==> src/rtl/ram_arbiter_pkg.sv <==
// ram_arbiter_pkg: shared encodings for the RAM arbiter.
//   state_e : arbiter FSM state (RUN = normal sharing, LOCKED = host owns RAM)
//   owner_e : which port a read in flight belongs to
package ram_arbiter_pkg;

  typedef enum logic {
    ST_RUN    = 1'b0,
    ST_LOCKED = 1'b1
  } state_e;

  typedef enum logic {
    OWN_CPU  = 1'b0,
    OWN_HOST = 1'b1
  } owner_e;

endpackage

==> src/rtl/ram_arbiter.sv <==
// ram_arbiter: shares one single-port synchronous RAM between the CPU datapath
// and a host/loader port. One access is granted per cycle; read data returns
// to the owning port one cycle after the grant.
//
// Ports
//   clk, rst                     clock, asynchronous active-low reset
//   cpu_req/we/addr/wdata        CPU request (held stable until cpu_gnt)
//   cpu_gnt                      CPU access issued this cycle (combinational)
//   cpu_rdata, cpu_rvalid        CPU read return (rvalid is a 1-cycle pulse)
//   cpu_stall                    CPU must hold state (host lock active)
//   host_req/we/addr/wdata       host request (held stable until host_gnt)
//   host_gnt                     host access issued this cycle (combinational)
//   host_rdata, host_rvalid      host read return
//   host_lock                    host asks for exclusive RAM ownership
//   ram_en/we/addr/wdata/rdata   RAM macro interface (1-cycle read latency)
module ram_arbiter
  import ram_arbiter_pkg::*;
#(
  parameter int AW         = 8,
  parameter int DW         = 16,
  parameter int HOST_BURST = 4
) (
  input  logic          clk,
  input  logic          rst,
  input  logic          cpu_req,
  input  logic          cpu_we,
  input  logic [AW-1:0] cpu_addr,
  input  logic [DW-1:0] cpu_wdata,
  output logic          cpu_gnt,
  output logic [DW-1:0] cpu_rdata,
  output logic          cpu_rvalid,
  output logic          cpu_stall,
  input  logic          host_req,
  input  logic          host_we,
  input  logic [AW-1:0] host_addr,
  input  logic [DW-1:0] host_wdata,
  output logic          host_gnt,
  output logic [DW-1:0] host_rdata,
  output logic          host_rvalid,
  input  logic          host_lock,
  output logic          ram_en,
  output logic          ram_we,
  output logic [AW-1:0] ram_addr,
  output logic [DW-1:0] ram_wdata,
  input  logic [DW-1:0] ram_rdata
);

  localparam int BCW = $clog2(HOST_BURST + 1);
  localparam logic [BCW-1:0] BURST_MAX = BCW'(HOST_BURST);

  state_e          state_q, state_d;
  logic [BCW-1:0]  burst_cnt_q, burst_cnt_d;
  logic            rd_vld_q, rd_vld_d;
  owner_e          rd_own_q, rd_own_d;
  logic [DW-1:0]   cpu_rdata_q, cpu_rdata_d;
  logic [DW-1:0]   host_rdata_q, host_rdata_d;

  // ---------------- FSM: state register ----------------
  always_ff @(posedge clk or negedge rst) begin
    if (!rst) state_q <= ST_RUN;
    else      state_q <= state_d;
  end

  // ---------------- FSM: next state ----------------
  // host_lock is sampled every cycle; the change of ownership lands on the
  // following cycle, so the cycle that raises host_lock is still arbitrated
  // as RUN.
  always_comb begin
    state_d = state_q;
    unique case (state_q)
      ST_RUN:    if (host_lock)  state_d = ST_LOCKED;
      ST_LOCKED: if (!host_lock) state_d = ST_RUN;
      default:   state_d = ST_RUN;
    endcase
  end

  // ---------------- FSM: outputs (grant + RAM mux) ----------------
  always_comb begin
    cpu_gnt   = 1'b0;
    host_gnt  = 1'b0;
    cpu_stall = (state_q == ST_LOCKED);
    if (rst) begin
      unique case (state_q)
        ST_RUN: begin
          // Host normally wins contention; once it has taken HOST_BURST
          // grants back-to-back against a waiting CPU, the CPU gets one.
          if (host_req && !(cpu_req && burst_cnt_q == BURST_MAX)) host_gnt = 1'b1;
          else if (cpu_req)                                       cpu_gnt  = 1'b1;
        end
        ST_LOCKED: host_gnt = host_req;
        default: ;
      endcase
    end

    ram_en    = 1'b0;
    ram_we    = 1'b0;
    ram_addr  = '0;
    ram_wdata = '0;
    if (cpu_gnt) begin
      ram_en    = 1'b1;
      ram_we    = cpu_we;
      ram_addr  = cpu_addr;
      ram_wdata = cpu_wdata;
    end else if (host_gnt) begin
      ram_en    = 1'b1;
      ram_we    = host_we;
      ram_addr  = host_addr;
      ram_wdata = host_wdata;
    end
  end

  // ---------------- host burst counter ----------------
  always_comb begin
    burst_cnt_d = burst_cnt_q;
    if (state_q == ST_LOCKED || cpu_gnt || !cpu_req) burst_cnt_d = '0;
    else if (host_gnt && burst_cnt_q != BURST_MAX)   burst_cnt_d = burst_cnt_q + 1'b1;
  end

  // ---------------- read return pipeline ----------------
  // The RAM answers one cycle after the grant, so only owner + valid need
  // registering. During the return cycle the owner's rdata is driven straight
  // from ram_rdata and captured so it holds afterwards.
  assign cpu_rvalid  = rd_vld_q && (rd_own_q == OWN_CPU);
  assign host_rvalid = rd_vld_q && (rd_own_q == OWN_HOST);
  assign cpu_rdata   = cpu_rvalid  ? ram_rdata : cpu_rdata_q;
  assign host_rdata  = host_rvalid ? ram_rdata : host_rdata_q;

  always_comb begin
    rd_vld_d     = ram_en && !ram_we;
    rd_own_d     = host_gnt ? OWN_HOST : OWN_CPU;
    cpu_rdata_d  = cpu_rdata;
    host_rdata_d = host_rdata;
  end

  always_ff @(posedge clk or negedge rst) begin
    if (!rst) begin
      burst_cnt_q  <= '0;
      rd_vld_q     <= 1'b0;
      rd_own_q     <= OWN_CPU;
      cpu_rdata_q  <= '0;
      host_rdata_q <= '0;
    end else begin
      burst_cnt_q  <= burst_cnt_d;
      rd_vld_q     <= rd_vld_d;
      rd_own_q     <= rd_own_d;
      cpu_rdata_q  <= cpu_rdata_d;
      host_rdata_q <= host_rdata_d;
    end
  end

endmodule
==> config.mk <==
export PLATFORM = sky130hd
export DESIGN_NAME = ram_arbiter
export DESIGN_NICKNAME = d
export VERILOG_FILES = /design/src/rtl/ram_arbiter_pkg.sv /design/src/rtl/ram_arbiter.sv
export SDC_FILE = /design/constraint.sdc
export NUM_CORES = 1
export LEC_CHECK = 0
export ABC_CLOCK_PERIOD_IN_PS = 1400
export CAP_MARGIN = 20
export CORE_ASPECT_RATIO = 1.1
export CORE_MARGIN = 4
export CORE_UTILIZATION = 31
export CTS_CLUSTER_SIZE = 24
export DETAILED_ROUTE_END_ITERATION = 8
export GPL_TIMING_DRIVEN = 0
export PLACE_DENSITY = 0.77
export SLEW_MARGIN = 5
export SYNTH_ARGS = -nofsm -noshare
export SYNTH_HDL_FRONTEND = slang
export SYNTH_SLANG_ARGS = --single-unit
export TNS_END_PERCENT = 30
==> constraint.sdc <==
create_clock -name clk -period 1.4 [get_ports clk]
set_input_delay 0.14 -clock clk [delete_from_list [all_inputs] [get_ports clk]]
set_output_delay 0.14 -clock clk [all_outputs]
set_load 0.01 [all_outputs]
## Yosys cells after proc, flatten, opt, wreduce, memory -nomap -nowiden

Index checks and enable logic that the tools add are counted.

- Bits in registers: 38
- Logic and storage cells: 43

- $add $sub $neg: 1
- Equality and inequality tests: 2
- Mux-type cells: 20
- Bitwise gates (word level): 2
- Reduce and logical (&&, ||, !) cells: 12

Operators by type and width:

| kind | number |
|---|---|
| $mux 16 | 4 |
| $mux 8 | 2 |
| $mux 1 | 11 |
| $logic_and 1x1->1 | 6 |
| $mux 3 | 2 |
| $add 3x1->3 const B | 1 |
| $eq 3x3->1 const B | 1 |
| $logic_not 1->1 | 3 |
| $ne 3x3->1 const B | 1 |
| $logic_or 1x1->1 | 2 |
| $not 1->1 | 2 |
| $pmux 1 s2 | 1 |
| $reduce_bool 2->1 | 1 |

## Longest topological paths before layout

- Word-level depth: 11
- Gate-level depth with buffers: 7
- Depth with buffers taken out: 5

## Worst setup path before layout

OpenSTA, ideal clock, no wires.

- Path kind: reg2out
- From: register burst_cnt_q[0]
- To: output port ram_wdata[10]
- Data arrival time: 1481 ps
- Path slack: -221 ps
- Cell stages (with the launch flop): 8
- Path buffers: 2
- Path through: dfrtp_1 -> inv_1 -> ha_1 -> a21bo_1 -> and3_1 -> buf_6 -> buf_6 -> a22o_1

- Elaborated cells between the ends (all ways): 12
- Classes of those cells: eq/ne: 1; mux: 8; reduce/logical: 3

RTL lines:

| element | RTL line | source |
|---|---|---|
| from (decl) | ram_arbiter.sv:52 | `logic [BCW-1:0] burst_cnt_q, burst_cnt_d;` |
| from (signal assigned) | ram_arbiter.sv:143 | `burst_cnt_q <= burst_cnt_d;` |
| $eq 3x3->1 | ram_arbiter.sv:87 | `if (host_req && !(cpu_req && burst_cnt_q == BURST_MAX)) host_gnt = 1'b1;` |
| $logic_and 1x1->1 | ram_arbiter.sv:87 |  |
| $logic_not 1->1 | ram_arbiter.sv:87 |  |
| $logic_and 1x1->1 | ram_arbiter.sv:87 |  |
| $mux 1 | ram_arbiter.sv:87 |  |
| $mux 1 | ram_arbiter.sv:83 | `unique case (state_q)` |
| $mux 1 | ram_arbiter.sv:82 | `if (rst) begin` |
| named net cpu_gnt | ram_arbiter.sv:29 | `output logic cpu_gnt,` |
| $mux 16 | ram_arbiter.sv:99 | `if (cpu_gnt) begin` |
| to (decl) | ram_arbiter.sv:44 | `output logic [DW-1:0] ram_wdata,` |

The timed path passes the listed nets, and every way through them passes these cells.

## Final worst setup path

- From: register burst_cnt_q[0]
- To: output port ram_wdata[1]

- Word-level cells in the longest chain between the ends: 9
- Elaborated cells between the ends (all ways): 12
- Classes of those cells: eq/ne: 1; mux: 8; reduce/logical: 3

Ends and longest elaborated chain:

| element | RTL line | source |
|---|---|---|
| $eq 3x3->1 * | ram_arbiter.sv:87 |  |
| $logic_and 1x1->1 * | ram_arbiter.sv:87 |  |
| $logic_not 1->1 * | ram_arbiter.sv:87 |  |
| $logic_and 1x1->1 * | ram_arbiter.sv:87 |  |
| $mux 1 | ram_arbiter.sv:87 |  |
| $pmux 1 s2 | ram_arbiter.sv:83 |  |
| $mux 1 | ram_arbiter.sv:82 |  |
| $mux 16 | ram_arbiter.sv:104 | `end else if (host_gnt) begin` |
| $mux 16 * | ram_arbiter.sv:99 |  |

Every way passes the cells marked *; elsewhere a longest branch is shown, timed or not.

==> results.md <==
* Outcome: complete, but fails checks
* Failing checks: negative hold slack, negative setup slack
* Starting density of the core at approximately 32%
* Comb pwr share at between 30% and 40%
* Via count at ~1.7k
* Largest family of logic cells by synthesized area: multiplexers
* RSZ-0062 raised after global routing: yes
* # clock sinks at 38
* WHS at -0.183 ns
* Clock Skew at around 0.0050 ns
* Synth area leader: dfrtp_1
* GRT Overall Usage at between 15 and 20%
* Adder-Cell Fraction of Synth Area at approximately 1.4%
* Final Non-Filler Cells at ~370
* Die X at roughly 80 um
* Slew headroom at 81.0%
* Final setup vio count at between 60 and 70
* Switch share at 26.4%
* Clock share of power at a little over a fifth
* Compound-Gate Fraction of Synth Area at between 15 and 20%
* TritonCTS clock tree: yes
* Final HPWL from detailed placement at about 4600 um
* Root buf cell: clkbuf_8
* Max Slew Vio Count at 0
* Synth Area in XOR/XNOR at 0%
* Routed wire length at slightly above 6000 um
* Clock transition at the registers of the reported paths at roughly 0.07 ns
* Post-placement cell count at around 340
* VDD IR-drop max at about 0.90 mV
* Die area at approximately 7000 sq um
* CTS Buf Count at 5
* Critical setup path kind: flip-flop to output port
* # DRC at 0
* Distinct cells, synth at 22
* Initial DRC Count at 28
* Critical path arrival at 1.81 ns
* N_diodes at 0
* Fin crit period at about 1.9 ns
* Period utilisation layout at 139%
* Syn_nets at roughly 210
* Largest net degree at the start of global routing at 40
* Worst endpoint required time at ~1.3 ns
* Flops & latches, synth at 38
* Synth Instances at between 100 and 150
* Sequential share of power at between 30% and 40%
* PD cells at just under 1000 nW/um^2
* Internal Power at 2.55 mW
* First-pass GRT wire length at 9570 um
* Mux cell area share after synthesis at ~20%
* GP Congestion at 0.708
* CP Max Fanout at 6
* Worst hold-check path type: primary input to async pin
* Critical Path End Type: output port
* Final WS setup at -0.547 ns
* Clk buf depth at 2
* Synth warnings at 0
* Synth area leaders: dfrtp_1 (53%), mux2_2 (20%), a22o_1 (12%), buf_6 (1.9%), nand2b_1 (1.8%)
* Port bufs at around 130
* Leakage power at roughly 1.7 nW
* Max cap viols at 0
* Startpoint Class: flip-flop
* H-tree lvl count at 2
* Tot Pwr at 3.46 mW
* Antenna Nets Post-Route at 0
* Post-synth top area share at approximately 53%
* Total congestion overflow at 0
* FP Rows at 28
* Setup Slack @ Placement at -0.950 ns
* Final Hold Viols at 38
* DR pass1 iterations at 6
* Die Height at 87.6 um
* Area Growth Syn to Fin at 95.6%
* CORE AREA at about 5500 sq um
* Max frequency at between 0.5 and 0.6 GHz
* Worst-skew pair later-pin latency at about 0.28 ns
* Simple-gate share of the synthesized area at under 10%
* Vias per Instance at around 4.7
* Vias in the first global route at 1899
* Layout cells sized above 1 at around 44%
* Final nets at between 300 and 400
* Worst slew pin tran at roughly 0.28 ns
* Ports at 134
* Fin util at 63.5%
* Net switching power at 915 uW
* WL/cell at between 15 and 20 um
* Sequential share of the synthesized area at 53.3%
* Fill count at approximately 470
* Avg Inst Size Synth at roughly 13 sq um
* Initial antenna violation count at 0
* Post-Syn Area at between 1500 and 2000 sq um
-- metal layers --
metal  share of wire [%]  global-route usage [%]
met5                   0                       0
met3                 6.5                    5.86
met1                  40                    22.6
met4                 1.3                    3.84
met2                  52                    28.2
-- path summary, 6_finish.rpt --
path	depth (start not counted)	end	slack, ns	startpoint
worst min register to register	1	cpu_rdata_q[8]	0.49	cpu_rdata_q[8]
worst max register to register	4	rd_vld_q	-0.01	cpu_stall
min in group clk	1	cpu_stall	0.30	host_lock
worst max-delay path	7	ram_wdata[1]	-0.55	burst_cnt_q[0]
max in group asynchronous	2	host_rdata_q[14]	1.40	rst
worst min-delay path	2	cpu_stall	-0.18	rst
-- Yosys cell counts --
cell type / n
a31oi_1: 1
o21ai_0: 1
mux2_2: 32
a31oi_2: 1
a21oi_1: 2
buf_2: 5
dfrtp_1: 38
buf_4: 1
a21bo_1: 1
a22o_1: 25
nand2b_1: 5
inv_1: 5
nand4b_1: 1
a21boi_0: 1
nor2_1: 1
nand3_1: 3
buf_6: 3
ha_1: 2
and3_1: 2
nand2_1: 2
a221oi_1: 1
nor2b_1: 1
-- metrics by stage --
step	setup TNS (ns)	area, sq um
after global routing	-26.14	3490
after CTS	-22.66	3420
after floorplan	-2.93	1790
after detailed placement	-39.61	3230
final	-21.38	3490
after global placement	-114.13	3210
-- state kept, by name (all words and copies together), names as in the netlist --
| register | cells |
|---|---|
| cpu_rdata_q | 16 |
| host_rdata_q | 16 |
| burst_cnt_q | 3 |
| cpu_stall | 1 |
| rd_own_q | 1 |
| rd_vld_q | 1 |
-- cell usage in the layout, fill, tap and decap left out, drive strengths merged --
master         netlist  layout
a21bo                1       1
a21boi               1       1
a21oi                2       2
a221oi               1       1
a22o                25      25
a31oi                2       2
and3                 2       3
buf                  9      65
clkbuf               0      10
clkdlybuf4s15        0      12
clkdlybuf4s50        0      71
clkinv               0       1
dfrtp               38      38
dlygate4sd2          0       6
ha                   2       2
inv                  5       5
mux2                32      32
nand2                2       2
nand2b               5       5
nand3                3       3
nand4b               1       1
nor2                 1       1
nor2b                1       1
o21ai                1       1
-- critical path, stage by stage (launching register included) --
cell       delay (ns)
dfrtp_1          0.37
inv_2            0.06
ha_4             0.18
a21bo_4          0.22
and3_4           0.21
clkbuf_16        0.16
a22o_1           0.20
buf_2            0.14
-- power groups by stage --
stage               Combinational, mW  Clock, mW  Sequential [mW]
detailed placement               1.29          0             1.38
floorplan                       0.496          0             1.36
CTS                              1.36      0.778             1.37
global placement                 1.28          0             1.37
global route                     1.46      0.831             1.39
finish                           1.35      0.740             1.37
-- cell families after synthesis --
kind of cell	after synthesis
fa+ha+maj	2
simple gates	15
compound gates	33
flops	38
mux	32
buf+inv	14
-- what timing repair did --
item / 4_1_cts / 5_1_grt
gates cloned: 1 / 2
endpoints found under the hold margin: 38 / 38
gates resized for setup: 260 / 10
buffers inserted: 11 / 2
setup endpoints to repair: 81 / 63
pin swaps: 7 / 7
-- cell type report --
cell class | instances | area, sq um | area share (%)
timing repair buffer | 149 | 1380 | 39.5
sequential | 38 | 951 | 27.2
multi-input combinational | 83 | 856 | 24.5
buffer | 8 | 101 | 2.90
tap | 75 | 93.8 | 2.69
clock buffer | 7 | 86.3 | 2.47
inverter | 5 | 18.8 | 0.537
clock inverter | 1 | 5.00 | 0.143
No activity file was read; power rests on OpenSTA's default activity.
